### src/rtl/alu_sequencer.sv
// Programmable initiator for the 8-bit ALU: replays a stored (opcode, immediate) program and captures Y.
// Optional build macro ALU_SEQ_ZERO_HALT_EN ends a run early when an intermediate result is zero.
module alu_sequencer #(
    parameter int unsigned DEPTH  = 16,
    parameter int unsigned SETTLE = 2
) (
    input  logic                       clk,
    input  logic                       reset_n,
    input  logic                       wr_en,
    input  logic [$clog2(DEPTH)-1:0]   wr_addr,
    input  logic [3:0]                 wr_op,
    input  logic [7:0]                 wr_imm,
    input  logic [$clog2(DEPTH):0]     prog_len,
    input  logic                       start,
    input  logic [7:0]                 y_in,
    output logic [3:0]                 selector,
    output logic [7:0]                 data_in,
    output logic                       enable,
    output logic [7:0]                 result,
    output logic                       result_valid,
    output logic [$clog2(DEPTH)-1:0]   pc,
    output logic                       busy,
    output logic                       done,
    output logic                       halted
);

    localparam int unsigned AW = $clog2(DEPTH);
    localparam int unsigned CW = 4;

    typedef enum logic [2:0] {
        S_IDLE,
        S_ISSUE,
        S_SETTLE,
        S_CAPTURE,
        S_DONE
    } state_t;

    state_t          state;
    logic [11:0]     mem [DEPTH];
    logic [AW:0]     len_q;
    logic [CW-1:0]   cnt_q;
    logic [AW:0]     start_len_c;
    logic [AW-1:0]   pc_next_c;
    logic            last_c;
    logic            halt_c;

    // Program store is not reset; host writes are only accepted between runs.
    always_ff @(posedge clk) begin
        if (wr_en && !busy) begin
            mem[wr_addr] <= {wr_op, wr_imm};
        end
    end

    assign start_len_c = (prog_len > (AW+1)'(DEPTH)) ? (AW+1)'(DEPTH) : prog_len;
    assign pc_next_c   = pc + AW'(1);
    assign last_c      = ((AW+1)'(pc) + (AW+1)'(1)) == len_q;

`ifdef ALU_SEQ_ZERO_HALT_EN
    assign halt_c = (y_in == 8'h00) && !last_c;
`else
    assign halt_c = 1'b0;
    assign halted = 1'b0;
`endif

    // Sequencer: outputs are loaded on the edge that enters each state so they are valid in that state.
    always_ff @(posedge clk or negedge reset_n) begin
        if (!reset_n) begin
            state        <= S_IDLE;
            len_q        <= '0;
            cnt_q        <= '0;
            selector     <= '0;
            data_in      <= '0;
            enable       <= 1'b0;
            result       <= '0;
            result_valid <= 1'b0;
            pc           <= '0;
            busy         <= 1'b0;
            done         <= 1'b0;
`ifdef ALU_SEQ_ZERO_HALT_EN
            halted       <= 1'b0;
`endif
        end else begin
            enable       <= 1'b0;
            result_valid <= 1'b0;
            done         <= 1'b0;
            case (state)
                S_IDLE: begin
                    if (start) begin
                        len_q <= start_len_c;
                        pc    <= '0;
`ifdef ALU_SEQ_ZERO_HALT_EN
                        halted <= 1'b0;
`endif
                        if (start_len_c == '0) begin
                            state <= S_DONE;
                            done  <= 1'b1;
                        end else begin
                            state               <= S_ISSUE;
                            busy                <= 1'b1;
                            enable              <= 1'b1;
                            {selector, data_in} <= mem[AW'(0)];
                        end
                    end
                end
                S_ISSUE: begin
                    cnt_q <= '0;
                    if (SETTLE == 0) begin
                        state <= S_CAPTURE;
                    end else begin
                        state <= S_SETTLE;
                    end
                end
                S_SETTLE: begin
                    if (cnt_q == CW'(SETTLE - 1)) begin
                        state <= S_CAPTURE;
                    end else begin
                        cnt_q <= cnt_q + CW'(1);
                    end
                end
                S_CAPTURE: begin
                    result       <= y_in;
                    result_valid <= 1'b1;
                    if (last_c || halt_c) begin
                        state <= S_DONE;
                        done  <= 1'b1;
                        busy  <= 1'b0;
`ifdef ALU_SEQ_ZERO_HALT_EN
                        halted <= halt_c;
`endif
                    end else begin
                        state               <= S_ISSUE;
                        pc                  <= pc_next_c;
                        enable              <= 1'b1;
                        {selector, data_in} <= mem[pc_next_c];
                    end
                end
                S_DONE: begin
                    state <= S_IDLE;
                end
                default: begin
                    state <= S_IDLE;
                end
            endcase
        end
    end

endmodule

### config.mk
export PLATFORM = sky130hd
export DESIGN_NAME = alu_sequencer
export DESIGN_NICKNAME = d
export VERILOG_FILES = /design/src/rtl/alu_sequencer.sv
export SDC_FILE = /design/constraint.sdc
export NUM_CORES = 1
export LEC_CHECK = 0
export CAP_MARGIN = 15
export CORE_UTILIZATION = 40
export CTS_CLUSTER_SIZE = 28
export DETAILED_ROUTE_END_ITERATION = 10
export HOLD_SLACK_MARGIN = 0.15
export PLACE_DENSITY = 0.65
export SYNTH_ARGS = -nofsm -noshare
export SYNTH_HDL_FRONTEND = slang
export SYNTH_SLANG_ARGS = --single-unit
### constraint.sdc
create_clock -name clk -period 2.1 [get_ports clk]
set_input_delay 0.63 -clock clk [delete_from_list [all_inputs] [get_ports clk]]
set_output_delay 0.63 -clock clk [all_outputs]
set_load 0.03 [all_outputs]
==> results.sh <==
export IMPL_status="finished, final reports clean"
export IMPL_post_route_period_util_pct=98.68
export IMPL_ant_nets=0
export IMPL_die_area_sq_um=24000
export IMPL_ff2ff_path_depth=7
export IMPL_p_int_uw=10650
export IMPL_drcViolationCount=0
export IMPL_critPathLaunchType="flip-flop"
export IMPL_fp_dieH_um=154.9
export IMPL_clock_root_buffer="clkbuf_16"
export IMPL_start_util_pct=41.07
export IMPL_worstReg2RegStart="pc[0]$_DFFE_PN0P_"
export IMPL_final_util_pct=52.27
export IMPL_period_needed_ps=2072
export IMPL_relSlewSlack_pct=54.72
export IMPL_via_count=6151
export IMPL_finalSetupViolCount=0
export IMPL_netlist_instances=640
export IMPL_skew_ps=9.985
export IMPL_layout_commonest_cell="edfxtp_1"
export IMPL_synth_compound_area_share_pct=5.470
export IMPL_hold_depth=2
export IMPL_async_flop_share_pct=17.24
export IMPL_synth_seq_area_share_pct=72.33
export IMPL_synthMuxAreaShare_pct=6.366
export IMPL_clock_path_buffers=3
export IMPL_seq_area_sq_um=6769
export IMPL_ys_seq_elements=232
export IMPL_drt_iter0_markers=628
export IMPL_arrival_ps=2470
export IMPL_globalplace_congestion=0.9000
export IMPL_worstMarginPinSlew_ps=678.7
export IMPL_synth_top_family_by_area="simple AND/OR/NAND/NOR gates"
export IMPL_multi_input_area_sq_um=2661
export IMPL_first_global_vias=6049
export IMPL_antenna_found_initial=1
export IMPL_cts_sink_count=232
export IMPL_dr_pass1_iters=5
export IMPL_syn_nets=676
export IMPL_ys_types=43
export IMPL_fin_nets=812
export IMPL_p_clk_share_pct=25.2
export IMPL_layout_common_cells="192 x edfxtp_1, 150 x nand2_1, 68 x buf_4"
export IMPL_seq_power_share_pct=34.7
export IMPL_drive_above_1_share_pct=22.47
export IMPL_synthSimpleGateAreaFrac_pct=12.44
export IMPL_routed_wl_um=24550
export IMPL_fp_dieW_um=154.9
export IMPL_ys_flop_type="edfxtp_1"
export IMPL_avgViaCountPerCell=5.567
export IMPL_ir_worst_vdd_mv=0.6511
export IMPL_grt_max_degree=36
export IMPL_clk_latency_ps=510
export IMPL_core_area_sq_um=22780
export IMPL_slowest_stage="dfrtp_2"
export IMPL_synthAdderAreaFrac_pct=0.4012
export IMPL_hold_viol=0
export IMPL_worstPathCellList="ha_4 -> buf_4 -> xnor2_2 -> o211a_1 -> o211ai_4 -> a22o_1 -> a32o_1"
export IMPL_grt_total_usage_pct=20.54
export IMPL_htree_levels=1
export IMPL_clkTransAtPathRegs_ps=70
export IMPL_cp_max_fo=7
export IMPL_grt_pass1_wl_um=36500
export IMPL_grt_overflow=0
export IMPL_power_density_nw_per_um2=1391
export IMPL_rows=55
export IMPL_slowest_delay_ps=450
export IMPL_synth_edff_count=192
export IMPL_rsz0062_at_grt="true"
export IMPL_switching_share_pct=35.65
export IMPL_synth_area_sq_um=9355
export IMPL_hold_class="flip-flop to flip-flop"
export IMPL_post_drt_wl_per_cell_um=22.21
export IMPL_p_leak_uw=0.004301
export IMPL_worstPathRequired_ps=2500
export IMPL_critPathCaptureType="flip-flop"
export IMPL_max_freq_mhz=482.5
export IMPL_reg2reg_slack_ps=30
export IMPL_syn_area_per_cell_sq_um=14.62
export IMPL_fillCellCount=1834
export IMPL_ys_warn_count=0
export IMPL_synth_xor_area_share_pct=1.003
export IMPL_cts_tree="built"
export IMPL_cap_violations=0
export IMPL_p_switching_uw=5902
export IMPL_ios=62
export IMPL_antenna_cells=0
export IMPL_drv_slew=0
export IMPL_criticalPathCategory="flip-flop to flip-flop"
export IMPL_numPortBuffers=60
export IMPL_reg2reg_to="data_in[3]$_DFFE_PN0P_"
export IMPL_pwr_share_comb_pct=40.1
export IMPL_hp_start="result[6]$_DFFE_PN0P_"
export IMPL_area_delta_synth_final_pct=27.26
export IMPL_dp_hpwl_um=15580
export IMPL_power_uw=16560
export IMPL_numCtsBuffers=24
export IMPL_hold_end="result[6]$_DFFE_PN0P_"
[per-layer routing]
metal	track usage, %	vias to the layer above	share of wire (%)
li1	-	2681	-
met2	32.43	349	47
met4	8.722	0	3.9
met1	27.29	3063	40
met5	0	-	0
met3	4.958	58	9.6
[registers in the layout (all words and copies together) (netlist names), 3 cells and up]
register  cells
result        8
len_q         5
pc            4
state         3
cnt_q         4
mem         192
data_in       8
selector      4
[synthesized netlist by cell type (10+ instances only)]
| library cell | number | area share, % |
|---|---|---|
| a32o_1 | 12 | 1.3 |
| dfrtp_1 | 40 | 11 |
| mux4_2 | 26 | 6.3 |
| edfxtp_1 | 192 | 62 |
| a22o_1 | 12 | 1.1 |
| buf_2 | 20 | 1.1 |
| nand2_1 | 153 | 6.1 |
| a41o_1 | 11 | 1.2 |
| o21ai_0 | 10 | 0.53 |
| nor2_1 | 22 | 0.88 |
| clkbuf_1 | 13 | 0.52 |
| nand3_1 | 63 | 3.4 |
[layout make-up]
type | count | area share [%]
Sequential cell | 232 | 56.86
Multi-Input combinational cell | 373 | 22.35
Timing Repair Buffer | 141 | 10.87
Clock buffer | 29 | 5.381
Tap cell | 313 | 3.290
Clock inverter | 13 | 1.125
Inverter | 4 | 0.1261
[worst max path at each step]
stage	slack, ps	cells past startpoint	end	from
2_1_floorplan	-10	3	mem[10][0]$_DFFE_PP_	busy$_DFFE_PN0P_
3_3_place_gp	-350	6	data_in[6]$_DFFE_PN0P_	pc[0]$_DFFE_PN0P_
3_5_place_dp	-390	6	data_in[6]$_DFFE_PN0P_	pc[0]$_DFFE_PN0P_
4_1_cts	-120	2	pc[0]	pc[0]$_DFFE_PN0P_
5_1_grt	-30	7	selector[1]$_DFFE_PN0P_	pc[0]$_DFFE_PN0P_
6_report	30	7	data_in[3]$_DFFE_PN0P_	pc[0]$_DFFE_PN0P_
[critical path: cells and delay by family, from the launching register on]
kind | cells | cell delay (ps)
flip-flops | 1 | 450
buffers and inverters | 1 | 160
adder cells (fa/ha/maj) | 1 | 190
AO/OA/AOI/OAI | 4 | 990
XOR/XNOR | 1 | 170
[power by group through the flow]
stage / sequential, uW / combinational (uW) / clock (uW)
2_1_floorplan: 6160 / 3260 / 0
3_3_place_gp: 5820 / 5790 / 0
6_report: 5740 / 6630 / 4180
3_5_place_dp: 5830 / 5860 / 0
5_1_grt: 5780 / 7070 / 4420
4_1_cts: 5730 / 6180 / 4250
[cell families after synthesis]
group / after synthesis
flip-flops: 232
multiplexers: 27
buffers and inverters: 39
AO/OA/AOI/OAI: 61
XOR/XNOR: 9
other: 1
adder cells (fa/ha/maj): 3
AND/OR/NAND/NOR: 268
[timing repair]
action,CTS,global route
pin swaps,3,8
endpoints found under the hold margin,4,0
hold buffers,1,0
gates resized for setup,48,26
cloned,3,4
setup buffers,2,7
setup endpoints to repair,49,20
[metrics by stage]
| step | TNS [ps] | hold WS, ps | instance area [sq um] | instances | setup WS [ps] |
|---|---|---|---|---|---|
| after CTS | -163.9 | 472.7 | 11710 | 1094 | -122.7 |
| final | 0 | 467.8 | 11910 | 1105 | 27.62 |
| after global routing | -122.8 | 508.9 | 11910 | 1105 | -34.05 |
| after global placement | -26100 | 456.8 | 10780 | 1046 | -350.8 |
| after detailed placement | -34390 | 463.0 | 10780 | 1046 | -387.8 |
| after floorplan | -509.8 | 334.4 | 9376 | 640 | -14.16 |
No activity file was read; power rests on OpenSTA's default activity.
==> variant 1, RTL diff (same flow settings) <==
The localparam `CW` goes from 4 to 5.
--- a/src/rtl/alu_sequencer.sv
+++ b/src/rtl/alu_sequencer.sv
@@ -26,5 +26,5 @@
 
     localparam int unsigned AW = $clog2(DEPTH);
-    localparam int unsigned CW = 4;
+    localparam int unsigned CW = 5;
 
     typedef enum logic [2:0] {
Formal check against the unedited RTL: same outputs for any inputs over 10 cycles, from zero or initial values and one cycle with reset_n low; that may be too few to reach the edited logic, so the function may still have changed.
==> variant 1 against the original RTL <==
Wire length shrank 7.7%; final area rose by 0.48%; die area up 1.5%; clock skew shrank 4.9 ps; hold slack improved by 3.2 ps; largest power group unchanged; critical endpoint is now pc[1]; worst setup slack better by 10 ps; combinational power down 5.7%; total power hardly changed; sequential cell count increased by 1; highest routed layer unchanged; synthesized area increased by 1.6%; register-to-register slack better by 20 ps.
==> variant 1: results (changes against the original RTL) <==
outcome:
  outcome: "finished, final reports clean"  # unchanged
grt:
  grt_use_met2: 0.321  # was 0.324
  met3_usage: 0.0258  # was 0.0496
  grt_pass1_wl_mm: 34.8  # was 36.5 mm
  grt_util_all_layers: 0.191  # was 0.205
  antenna_found_initial: 0  # was 1
  grt_use_met1: 0.261  # was 0.273
  grt_max_degree: 55  # was 36
  grt_pass1_vias: 6077  # was 6049
logic_synthesis:
  ys_types: 48  # was 43
  yosysWarnings: 0  # unchanged
  ys_seq_area_frac: 0.715  # was 0.723
  syn_nets: 693  # was 676
  synth_edf_count: 192  # unchanged
  synth-async-reset-ratio: 0.176  # was 0.172
  syn_area_per_cell_sq_um: 14.5  # was 14.6 sq um
  synthTopCellsByArea: "edfxtp_1, dfrtp_1, mux4_2"  # unchanged
  ys_top_cells_by_count: "edfxtp_1, nand2_1, nand3_1"  # unchanged
worst_setup_path:
  slowest_stage: "dfrtp_1"  # was dfrtp_2
  slowest_delay_ps: 420  # was 450 ps
  cp_max_fo: 3  # was 7
  arrival_ps: 1430  # was 2470 ps
  r2r_slack_ps: 50  # was 30 ps
placement:
  dp_slack_ps: -321  # was -388 ps
  placed_cell_area_sq_um: 11000  # was 10800 sq um
  place_hpwl_mm: 14.9  # was 15.6 mm
  dp_cells: 1066  # was 1046
  gp_congestion: 0.928  # was 0.900
cts:
  cts_made_buffers: 25  # was 24
  cts-root-buf: "clkbuf_16"  # unchanged
  insertion_delay_ps: 530  # was 510 ps
  h-tree-depth: 1  # unchanged
  post_cts_buffers: 0  # was 2
cells_and_area:
  drive_above_1_share: 0.200  # was 0.225
  finish.net_count: 812  # unchanged
detailed_routing:
  detail_route.wl_per_cell_um: 20.3  # was 22.2 um
  routed_wl_mm: 22.7  # was 24.5 mm
  drtIter0Drc: 548  # was 628
  vias: 5959  # was 6151
sta:
  fin_crit_ps: 2060  # was 2070 ps
  timing.slew.headroom: 0.516  # was 0.547
  slew_violations: 0  # unchanged
  fin_skew_ps: 5.04  # was 9.98 ps
  hold-worst-slack_ps: 471  # was 468 ps
power_and_ir_drop:
  vdd_ir_drop_max_mv: 0.726  # was 0.651 mV
  power_leakage_nw: 4.32  # was 4.30 nW
hold_path:
  hp-class: "flop to flop"  # unchanged
-- variant 1: changes by cell type in the layout (fill, tap and decap cells not counted), moves of 3 or more --
cell / delta
nand3_1: +13
nand2_1: +6
buf_12: +7
nand3_2: -13
clkinv_1: -6
o21ai_0: +6
clkbuf_8: +3
nand2_2: -3
buf_4: -14
buf_6: -3
inv_1: +3
-- variant 1: final timing paths --
check / start / endpoint / cells past startpoint
max: pc[1] / pc[1] / 2
min: result[0] / result[0] / 2
max reg2reg: pc[0] / data_in[5] / 7
min reg2reg: result[0] / result[0] / 2
max in group asynchronous: reset_n / data_in[5] / 3
min in group asynchronous: reset_n / done / 2
-- variant 1: metal layers --
metal,part of all wire,vias up
met2,0.49,226
met5,0,-
met1,0.42,2986
met4,0.022,0
li1,-,2711
met3,0.065,36
-- variant 1: where the power goes --
part	switching [mW]	total, mW	leakage (nW)	internal (mW)
logic	3.53	6.25	1.66	2.72
registers	0.298	5.70	2.24	5.40
clock network	1.78	4.61	0.425	2.82
total	5.61	16.6	4.32	10.9
-- variant 1: kinds of logic after synthesis --
kind of cell,synth area share
buffers and inverters,0.0223
other,0.000395
DFF,0.715
adders and majority gates,0.00395
AOI/OAI and AO/OA,0.0645
and+or+nand+nor,0.122
muxes,0.0639
xor gates and xnor gates,0.00790
-- variant 1: area by class of cell --
type	instances	area (sq um)
timing repair buffer	130	1290
sequential	233	6790
multi-input combinational	380	2580
clock buffer	34	689
tap	319	399
fill	1998	11400
inverter	6	22.5
clock inverter	12	189
-- variant 1: what timing repair did --
item / CTS / global route
cloned: 1 / 0
resized for setup: 34 / 5
hold buffers: 1 / 0
hold endpoints to repair: 13 / 0
setup endpoints to repair: 39 / 4
-- variant 1: worst max-delay path, delay by kind of cell (launching register included) --
family,cells,cell delay (ps)
DFF,1,420
buffers and inverters,2,490
==> variant 2, RTL diff (same settings) <==
Made on the original files. The 5 states of `state_t` get a Gray code encoding in 3 bits.
--- a/src/rtl/alu_sequencer.sv
+++ b/src/rtl/alu_sequencer.sv
@@ -29,9 +29,9 @@
 
     typedef enum logic [2:0] {
-        S_IDLE,
-        S_ISSUE,
-        S_SETTLE,
-        S_CAPTURE,
-        S_DONE
+        S_IDLE    = 3'b000,
+        S_ISSUE   = 3'b001,
+        S_SETTLE  = 3'b011,
+        S_CAPTURE = 3'b010,
+        S_DONE    = 3'b110
     } state_t;
 
Function: same outputs for any inputs over 10 cycles, from zero or initial values and one cycle with reset_n low; not proved beyond that.
==> variant 2 against the original RTL <==
Final area fell by 1.2%; count of clock-buffer cells in the layout grew 1; synthesized area increased by 0.16%; critical endpoint is now pc[3]; global-route usage down 1.6 points; sequential cell count is the same; wire length shrank 7.8%; register-to-register slack better by 20 ps; critical path depth down 6; highest routed layer unchanged; worst setup slack better by 6.8 ps; total power down 3.4%; clock skew fell by 1.9 ps.
==> variant 2: results (changes against the original RTL) <==
cts:
  cts-root-buf: "clkbuf_16"  # unchanged
  clk_pin_slew_ps: 60
  cts_made_buffers: 25  # was 24
  cts-resized-gates: 33  # was 48
  h-tree-depth: 1  # unchanged
  cts_hold_buf: 1  # unchanged
  post_cts_buffers: 1  # was 2
  insertion_delay_ps: 530  # was 510 ps
sta:
  timing.slew.headroom: 0.570  # was 0.547
  fin_skew_ps: 8.07  # was 9.98 ps
  finalSetupViolCount: 0  # unchanged
grt:
  grt_pass1_wl_mm: 33.6  # was 36.5 mm
  grt_util_all_layers: 0.189  # was 0.205
  grt_max_degree: 58  # was 36
  grt_pass1_vias: 5802  # was 6049
  antenna_found_initial: 0  # was 1
  grt-ovfl-total: 0  # unchanged
detailed_routing:
  detail_route.wl_per_cell_um: 20.7  # was 22.2 um
  first_pass_iters: 5  # unchanged
  drtIter0Drc: 555  # was 628
  vias_per_cell: 5.38  # was 5.57
  ant_nets: 0  # unchanged
placement:
  gp_congestion: 0.916  # was 0.900
  portBuffers: 60  # unchanged
  dp_slack_ps: -287  # was -388 ps
  place_hpwl_mm: 14.2  # was 15.6 mm
  dp_cells: 1045  # was 1046
logic_synthesis:
  yosysWarnings: 0  # unchanged
  ys_types: 47  # was 43
  synth_cells: 643  # was 640
  ys_top_cells_by_count: "edfxtp_1, nand2_1, nand3_1"  # unchanged
  ys_seq_area_frac: 0.722  # was 0.723
  synthTopCellsByArea: "edfxtp_1, dfrtp_1, mux4_2"  # unchanged
  syn_nets: 679  # was 676
  ys.flop_type: "edfxtp_1"  # unchanged
  synth_edf_count: 192  # unchanged
  synth-async-reset-ratio: 0.172  # unchanged
outcome:
  outcome: "finished, final reports clean"  # unchanged
worst_setup_path:
  arrival_ps: 1440  # was 2470 ps
  slowest_stage: "dfrtp_1"  # was dfrtp_2
  cp_max_fo: 6  # was 7
  slowest_delay_ps: 480  # was 450 ps
  reg2regPathDepth: 8  # was 7
  path_delay_family: "flip-flops"  # was compound AO/OA/AOI/OAI gates
cells_and_area:
  finish.net_count: 800  # was 812
  final_cells: 1095  # was 1105
  drive_above_1_share: 0.208  # was 0.225
  reg_top3: "mem (192), data_in (8), result (8)"  # unchanged
  num_antenna_cells: 0  # unchanged
  n_fill_cell: 1848  # was 1834
hold_path:
  whs_path_depth: 2  # unchanged
power_and_ir_drop:
  vdd_ir_drop_max_mv: 0.687  # was 0.651 mV
  power_leakage_nw: 4.24  # was 4.30 nW
## variant 2: final timing paths
| path | end | startpoint | slack [ps] |
|---|---|---|---|
| hold reg to reg | result[0] | result[0] | 470 |
| min in group asynchronous | len_q[3] | reset_n | 600 |
| hold / removal | result[0] | result[0] | 470 |
| max in group asynchronous | pc[1] | reset_n | 980 |
| setup / recovery | pc[3] | pc[3] | 30 |
| setup reg to reg | data_in[4] | pc[0] | 50 |
## variant 2: cell type report
class / instances / area share
Sequential cell: 232 / 0.576
Multi-Input combinational cell: 370 / 0.213
Timing Repair Buffer: 129 / 0.107
Clock buffer: 30 / 0.0548
Tap cell: 313 / 0.0333
Clock inverter: 15 / 0.0142
Inverter: 6 / 0.00192
## variant 2: metal layers
metal  wire length, um  up-vias  GRT usage
met3              1470       42     0.0265
met2             10900      240      0.314
li1                  -     2660          -
met4               803        0     0.0764
met1              9460     2949      0.252
met5                 0        -          0
## variant 2: per-stage QoR
stage / instance area (sq um) / power [mW]
after global routing: 11800 / 16.7
after detailed placement: 10900 / 11.6
after global placement: 10900 / 11.4
final: 11800 / 16.0
after floorplan: 9400 / 9.40
after CTS: 11700 / 15.8
## variant 2: kinds of logic (layout without fill, tap and decap cells)
family	Yosys count	count (layout)	share of synthesized area
AOI/OAI and AO/OA	68	68	0.0602
xor gates and xnor gates	7	7	0.00654
adders and majority gates	3	3	0.00401
buffers and inverters	41	180	0.0207
DFF	232	232	0.722
muxes	28	28	0.0649
other	1	1	0.000400
and+or+nand+nor	263	263	0.121
## variant 2: report_power, final
part           switching, mW  leakage (nW)  internal, mW  total, mW
sequential             0.343          2.21          5.40       5.74
combinational           3.48          1.64          2.51       5.99
clock                   1.79         0.385          2.47       4.26
